**config.mk**
```make
export PLATFORM = sky130hd
export DESIGN_NAME = inst_fetch_stage
export DESIGN_NICKNAME = d
export VERILOG_FILES = /design/src/rtl/inst_fetch_stage.sv
export SDC_FILE = /design/constraint.sdc
export NUM_CORES = 1
export LEC_CHECK = 0
export ABC_AREA = 1
export BUFFER_PORTS_ARGS = -buffer_cell sky130_fd_sc_hd__buf_2
export CORE_ASPECT_RATIO = 1.5
export CORE_MARGIN = 4
export CORE_UTILIZATION = 40
export DETAILED_ROUTE_END_ITERATION = 10
export GPL_TIMING_DRIVEN = 0
export HOLD_SLACK_MARGIN = 0.12
export PLACE_DENSITY = 0.68
export SYNTH_ARGS = -nofsm -noshare
export SYNTH_HDL_FRONTEND = slang
export SYNTH_SLANG_ARGS = --single-unit
```
**constraint.sdc**
```tcl
create_clock -name clk -period 6.65 [get_ports clk]
set_clock_uncertainty 0.05 [all_clocks]
set_input_delay 0.665 -clock clk [delete_from_list [all_inputs] [get_ports clk]]
set_output_delay 0.665 -clock clk [all_outputs]
set_load 0.05 [all_outputs]
```
**src/rtl/inst_fetch_stage.sv**
```systemverilog
`default_nettype none
// ============================================================================
// Module      : inst_fetch_stage
// Description : Instruction-fetch front end placed directly upstream of
//               inst_ram. Owns the fetch PC, drives the RAM word address,
//               captures the combinational read data together with its PC
//               into a small instruction buffer, and hands buffered entries
//               to decode over a valid/ready handshake. Branch redirects
//               flush the buffer; a misaligned fetch PC produces a single
//               fault entry and parks the fetcher until the next redirect.
// Revision    : 1.0 - initial release
// ============================================================================
module inst_fetch_stage #(
  parameter int          ADDR_WIDTH = 15,
  parameter logic [31:0] PC_RESET   = 32'h1c000000,
  parameter int          BUF_DEPTH  = 2,
  parameter logic [31:0] NOP_INST   = 32'h03400000
) (
  input  logic                  clk,
  input  logic                  resetn,
  // inst_ram side
  output logic [ADDR_WIDTH-1:0] irom_a,
  output logic                  irom_we,
  output logic [31:0]           irom_d,
  input  logic [31:0]           irom_spo,
  // redirect from execute
  input  logic                  br_taken,
  input  logic [31:0]           br_target,
  // decode side
  output logic                  id_valid,
  input  logic                  id_ready,
  output logic [31:0]           id_pc,
  output logic [31:0]           id_inst,
  output logic                  id_adef
);

  // --------------------------------------------------------------------------
  // Derived constants. BUF_DEPTH is a power of two, so the pointers wrap
  // naturally at their own width; the count needs one extra bit to hold
  // the "full" value.
  // --------------------------------------------------------------------------
  localparam int                 c_ptr_w   = (BUF_DEPTH > 1) ? $clog2(BUF_DEPTH) : 1;
  localparam int                 c_cnt_w   = c_ptr_w + 1;
  localparam logic [c_cnt_w-1:0] c_depth   = c_cnt_w'(BUF_DEPTH);
  localparam logic [c_cnt_w-1:0] c_cnt_one = c_cnt_w'(1);
  localparam logic [c_ptr_w-1:0] c_ptr_one = c_ptr_w'(1);
  localparam logic [31:0]        c_pc_step = 32'd4;

  // Fetcher state: RUN issues fetches, HALT waits for a redirect after a
  // misaligned-PC fault has been queued.
  typedef enum logic [0:0] {
    ST_RUN  = 1'b0,
    ST_HALT = 1'b1
  } state_t;

  state_t              r_state;
  state_t              w_state_nxt;

  logic [31:0]         r_fetch_pc;
  logic [31:0]         w_fetch_pc_nxt;

  logic [c_cnt_w-1:0]  r_count;
  logic [c_cnt_w-1:0]  w_count_nxt;
  logic [c_ptr_w-1:0]  r_rd_ptr;
  logic [c_ptr_w-1:0]  w_rd_ptr_nxt;
  logic [c_ptr_w-1:0]  r_wr_ptr;
  logic [c_ptr_w-1:0]  w_wr_ptr_nxt;

  // Buffer storage; contents are only meaningful where count says so, so
  // the arrays carry no reset.
  logic [31:0]         r_buf_pc   [BUF_DEPTH];
  logic [31:0]         r_buf_inst [BUF_DEPTH];
  logic                r_buf_adef [BUF_DEPTH];

  logic                w_pop;
  logic                w_room;
  logic                w_misaligned;
  logic                w_push;
  logic                w_fault;
  logic [31:0]         w_push_inst;

  // --------------------------------------------------------------------------
  // Handshake terms. id_valid comes straight from the occupancy count: there
  // is no bypass path from irom_spo to decode.
  // --------------------------------------------------------------------------
  assign id_valid     = (r_count != '0);
  assign w_pop        = id_valid & id_ready;
  // A full buffer still accepts a new entry when the head leaves this cycle.
  assign w_room       = (r_count < c_depth) | w_pop;
  assign w_misaligned = (r_fetch_pc[1:0] != 2'b00);

  // Next-state and push decision; a redirect suppresses any push this cycle.
  always_comb begin
    w_state_nxt = r_state;
    w_push      = 1'b0;
    w_fault     = 1'b0;
    case (r_state)
      ST_RUN: begin
        if (br_taken) begin
          w_state_nxt = ST_RUN;
        end else if (w_room) begin
          w_push = 1'b1;
          if (w_misaligned) begin
            w_fault     = 1'b1;
            w_state_nxt = ST_HALT;
          end
        end
      end
      ST_HALT: begin
        if (br_taken) begin
          w_state_nxt = ST_RUN;
        end
      end
      default: begin
        w_state_nxt = ST_RUN;
      end
    endcase
  end

  // Fetcher state register.
  always_ff @(posedge clk) begin
    if (!resetn) begin
      r_state <= ST_RUN;
    end else begin
      r_state <= w_state_nxt;
    end
  end

  // Fetch PC, count and pointer updates; a redirect flushes the buffer.
  always_comb begin
    w_fetch_pc_nxt = r_fetch_pc;
    w_count_nxt    = r_count;
    w_rd_ptr_nxt   = r_rd_ptr;
    w_wr_ptr_nxt   = r_wr_ptr;
    if (br_taken) begin
      w_fetch_pc_nxt = br_target;
      w_count_nxt    = '0;
      w_rd_ptr_nxt   = '0;
      w_wr_ptr_nxt   = '0;
    end else begin
      // A faulting fetch holds the PC so the fault entry names the bad PC.
      if (w_push && !w_fault) begin
        w_fetch_pc_nxt = r_fetch_pc + c_pc_step;
      end
      if (w_push) begin
        w_wr_ptr_nxt = r_wr_ptr + c_ptr_one;
      end
      if (w_pop) begin
        w_rd_ptr_nxt = r_rd_ptr + c_ptr_one;
      end
      case ({w_push, w_pop})
        2'b10:   w_count_nxt = r_count + c_cnt_one;
        2'b01:   w_count_nxt = r_count - c_cnt_one;
        default: w_count_nxt = r_count;
      endcase
    end
  end

  // Fetch PC, occupancy and pointer registers.
  always_ff @(posedge clk) begin
    if (!resetn) begin
      r_fetch_pc <= PC_RESET;
      r_count    <= '0;
      r_rd_ptr   <= '0;
      r_wr_ptr   <= '0;
    end else begin
      r_fetch_pc <= w_fetch_pc_nxt;
      r_count    <= w_count_nxt;
      r_rd_ptr   <= w_rd_ptr_nxt;
      r_wr_ptr   <= w_wr_ptr_nxt;
    end
  end

  // Fault entries carry a harmless NOP in place of the RAM data.
  assign w_push_inst = w_fault ? NOP_INST : irom_spo;

  // Buffer write port: capture PC, instruction and fault flag at wr_ptr.
  always_ff @(posedge clk) begin
    if (resetn && w_push) begin
      r_buf_pc[r_wr_ptr]   <= r_fetch_pc;
      r_buf_inst[r_wr_ptr] <= w_push_inst;
      r_buf_adef[r_wr_ptr] <= w_fault;
    end
  end

  // --------------------------------------------------------------------------
  // Decode-side outputs read as zero whenever the head is not valid.
  // --------------------------------------------------------------------------
  assign id_pc   = id_valid ? r_buf_pc[r_rd_ptr]   : 32'd0;
  assign id_inst = id_valid ? r_buf_inst[r_rd_ptr] : 32'd0;
  assign id_adef = id_valid ? r_buf_adef[r_rd_ptr] : 1'b0;

  // --------------------------------------------------------------------------
  // RAM side: word address is the truncated fetch PC; the port never writes.
  // --------------------------------------------------------------------------
  assign irom_a  = r_fetch_pc[ADDR_WIDTH+1:2];
  assign irom_we = 1'b0;
  assign irom_d  = 32'd0;

endmodule
`default_nettype wire
```
==> run metrics <==
critical path's slowest cell=buf_1; CP cell instances=inv_1, buf_2, buf_1, nand2_1, a21oi_1, buf_2; I/O Pins=182; setup repair bufs after CTS=0; Netlist cell types=39; CP Class=flop to output pin; worst path buffer plus inverter count=4; Design Area, Final=9926 sq um; Yosys reg bits=168; maximum vdd ir drop=177.1 uV; switching portion of total power=0.2975; clock sinks=168; Worst Hold Class=flop to flop; Clock Path Buffers=2; CTS-repair resized insts=0; share of post-route cells with drive strength above 1=0.2675; CP top delay family=buffers and inverters; wire per inst=15.56 um; Cells after Synth=881; row count=63; area grow syn2layout=23.68%; largest net degree at the start of global routing=17; Period minus WS final=2.909 ns; Clk Latency, worst-skew pair=0.43 ns; combinational share of power=0.163; Worst Path Arrival=2.19 ns; Slew Limit Fails=0; full die area=22440 sq um; Final Hold Fails=0; GRT overflow=0; clock group share of total power=0.366; TritonCTS Buffers=17; GP Congestion=0.9291; CP Capture Type=output pin; DRT iter0 DRCs=465; fmax=343.8 MHz; RSZ-0062 raised after global routing=no; Flop pwr share=0.470; Die H=181.5 um; Placed Cells=1331; Netlist Area Pre-Place=8025 sq um; P per Cell Area=261.9 nW/um^2; Area after DPL=9358 sq um; Via Count=6466; DR DRC count=0; gr usage total=0.1872; initial antenna violation count=0; Max Cap Violations=0; final WL=21.21 mm; # port buffers=146; Setup-failing EPs final=0; CP most frequent cell=buf_2; cell internal pwr=0.001826 W; crit share post-route=0.4374; sequential share of the synthesized area=0.5812; final net count=1160; CTS clk-pin slew, worst paths=0.06 ns; Die X=123.7 um; worst hold slack=0.4158 ns; core box area=19790 sq um; Leak=4.372 nW; CP max FO=10; vias in the first global route=6435; Core Util, Final=0.5017; Worst Path Required=5.93 ns; diodes inserted=0; Psw=0.0007733 W; startpoint types=flop; Critical R2R Launch=r_count[1]; Hold Startpoint=r_rd_ptr; Initial Utilization=0.4056; CTS H-tree depth=4; Synth warnings=0; Tot Pwr=0.002599 W; Pre-antenna DRT Iters=6; Via density=4.744; Antenna Violating Nets Remaining=0; Worst Tran Pin Value=0.9131 ns; Hold-fix buffers, CTS=0; max incr delay on CP=0.40 ns; Worst slew margin=0.3879; CTS root buf=clkbuf_16; Synth Area per Inst=9.109 sq um; CTS tree=built; Post-DP HPWL=15.63 mm; first-pass GRT wire length=32.42 mm; status=finished, final reports clean; post-route insts no fill=1363
[flip-flops by register name (all words and copies together) (netlist names), named ones only]
signal / cells
r_rd_ptr: 1
r_state: 1
r_buf_inst: 64
r_fetch_pc: 32
r_buf_pc: 64
r_count: 2
r_wr_ptr: 1
r_buf_adef: 2
[area by class of cell]
| class | count | area [sq um] |
|---|---|---|
| multi-input cells | 585 | 2655 |
| repair buffers | 158 | 877.1 |
| flip-flops and latches | 168 | 4664 |
| well taps | 260 | 325.3 |
| clock buffers | 17 | 425.4 |
| clock inverters | 15 | 142.6 |
| fillers | 1914 | 9859 |
| plain buffers | 85 | 546.8 |
| inverters | 75 | 289.0 |
[power groups by stage]
stage          sequential, W  combinational [W]  clock (W)
6_report             0.00122           0.000424   0.000953
5_1_grt              0.00123           0.000457    0.00100
4_1_cts              0.00122           0.000427   0.000969
3_5_place_dp         0.00125           0.000425          0
3_3_place_gp         0.00125           0.000412          0
2_1_floorplan        0.00124           0.000315          0
[cells by family after synthesis]
group	share of synthesized area
AO/OA/AOI/OAI	0.08949
buffers and inverters	0.1041
AND/OR/NAND/NOR	0.2150
other	0.0004673
flip-flops	0.5812
adder cells (fa/ha/maj)	0.003118
XOR/XNOR	0.006548
[final timing paths]
path | to | slack [ns] | cells after the start
worst max-delay path | id_pc[12] | 3.74 | 6
worst min-delay path | flop | 0.42 | 1
worst max register to register | r_buf_inst[0][1] | 4.26 | 6
worst min register to register | flop | 0.42 | 1
[cells in the final DEF (no fill, tap or decap), types with 3 or more instances in the layout]
cell        synthesis  final
clkinvlp_4          0      4
nand3_1            29     29
buf_4              49     50
nor2_1             69     69
o21bai_1            3      3
edfxtp_1          130    130
conb_1              1     33
inv_1              67     67
clkbuf_1           13     13
clkbuf_16           0     17
o21ai_0            22     22
nor2_2              6      6
or2_2               4      4
nand2_1           276    276
inv_2               7      7
nand2_2             7      7
dfxtp_1            38     38
buf_2              11    157
nor3_1              5      3
xor2_1              5      5
buf_8               0      4
a31oi_1             4      4
buf_6               4     11
inv_6               0      5
a21oi_1            96     96
buf_1               8      8
nor2_4              6      6
[metrics by stage]
step | setup TNS (ns) | worst slack (ns)
final | 0 | 3.741
after CTS | 0 | 3.642
after global routing | 0 | 3.562
after detailed placement | 0 | 3.731
after floorplan | 0 | 0.5020
after global placement | -300.14 | -2.324
[per-layer routing]
metal  global-route usage  vias up  wire (um)
li1                     -     3223          -
met1               0.2030     3001       8101
met2               0.3476      207      11250
met3              0.03241       35       1289
met4              0.08027        0        566
met5                    0        -          0
[synth_stat cells]
cell type	n	area share
a211oi_1	2	0.0019
a21oi_1	96	0.060
a21oi_2	2	0.0022
a221oi_1	2	0.0022
a31oi_1	4	0.0031
and3_1	1	0.00078
buf_1	8	0.0037
buf_2	11	0.0069
buf_4	49	0.046
buf_6	4	0.0056
clkbuf_1	13	0.0061
conb_1	1	0.00047
dfxtp_1	38	0.095
edfxtp_1	130	0.49
ha_1	2	0.0031
inv_1	67	0.031
inv_2	7	0.0033
inv_8	1	0.0014
nand2_1	276	0.13
nand2_2	7	0.0055
nand2_4	2	0.0028
nand3_1	29	0.018
nand3_2	1	0.0012
nand4_1	1	0.00078
nand4_4	1	0.0027
nor2_1	69	0.032
nor2_2	6	0.0047
nor2_4	6	0.0084
nor2_8	1	0.0025
nor3_1	5	0.0031
o211ai_1	1	0.00094
o21a_1	1	0.00094
o21ai_0	22	0.014
o21ai_2	1	0.0011
o21bai_1	3	0.0028
o22ai_1	1	0.00078
or2_2	4	0.0031
xnor2_1	1	0.0011
xor2_1	5	0.0055
[worst register-to-register path, cell delays in order, from the launching register on]
cell	delay (ns)
dfxtp_1	0.34
nand2_1	0.13
nand3_1	0.24
nor3_2	0.69
buf_8	0.24
buf_4	0.23
buf_6	0.18
(Power assumes the default switching activity.)
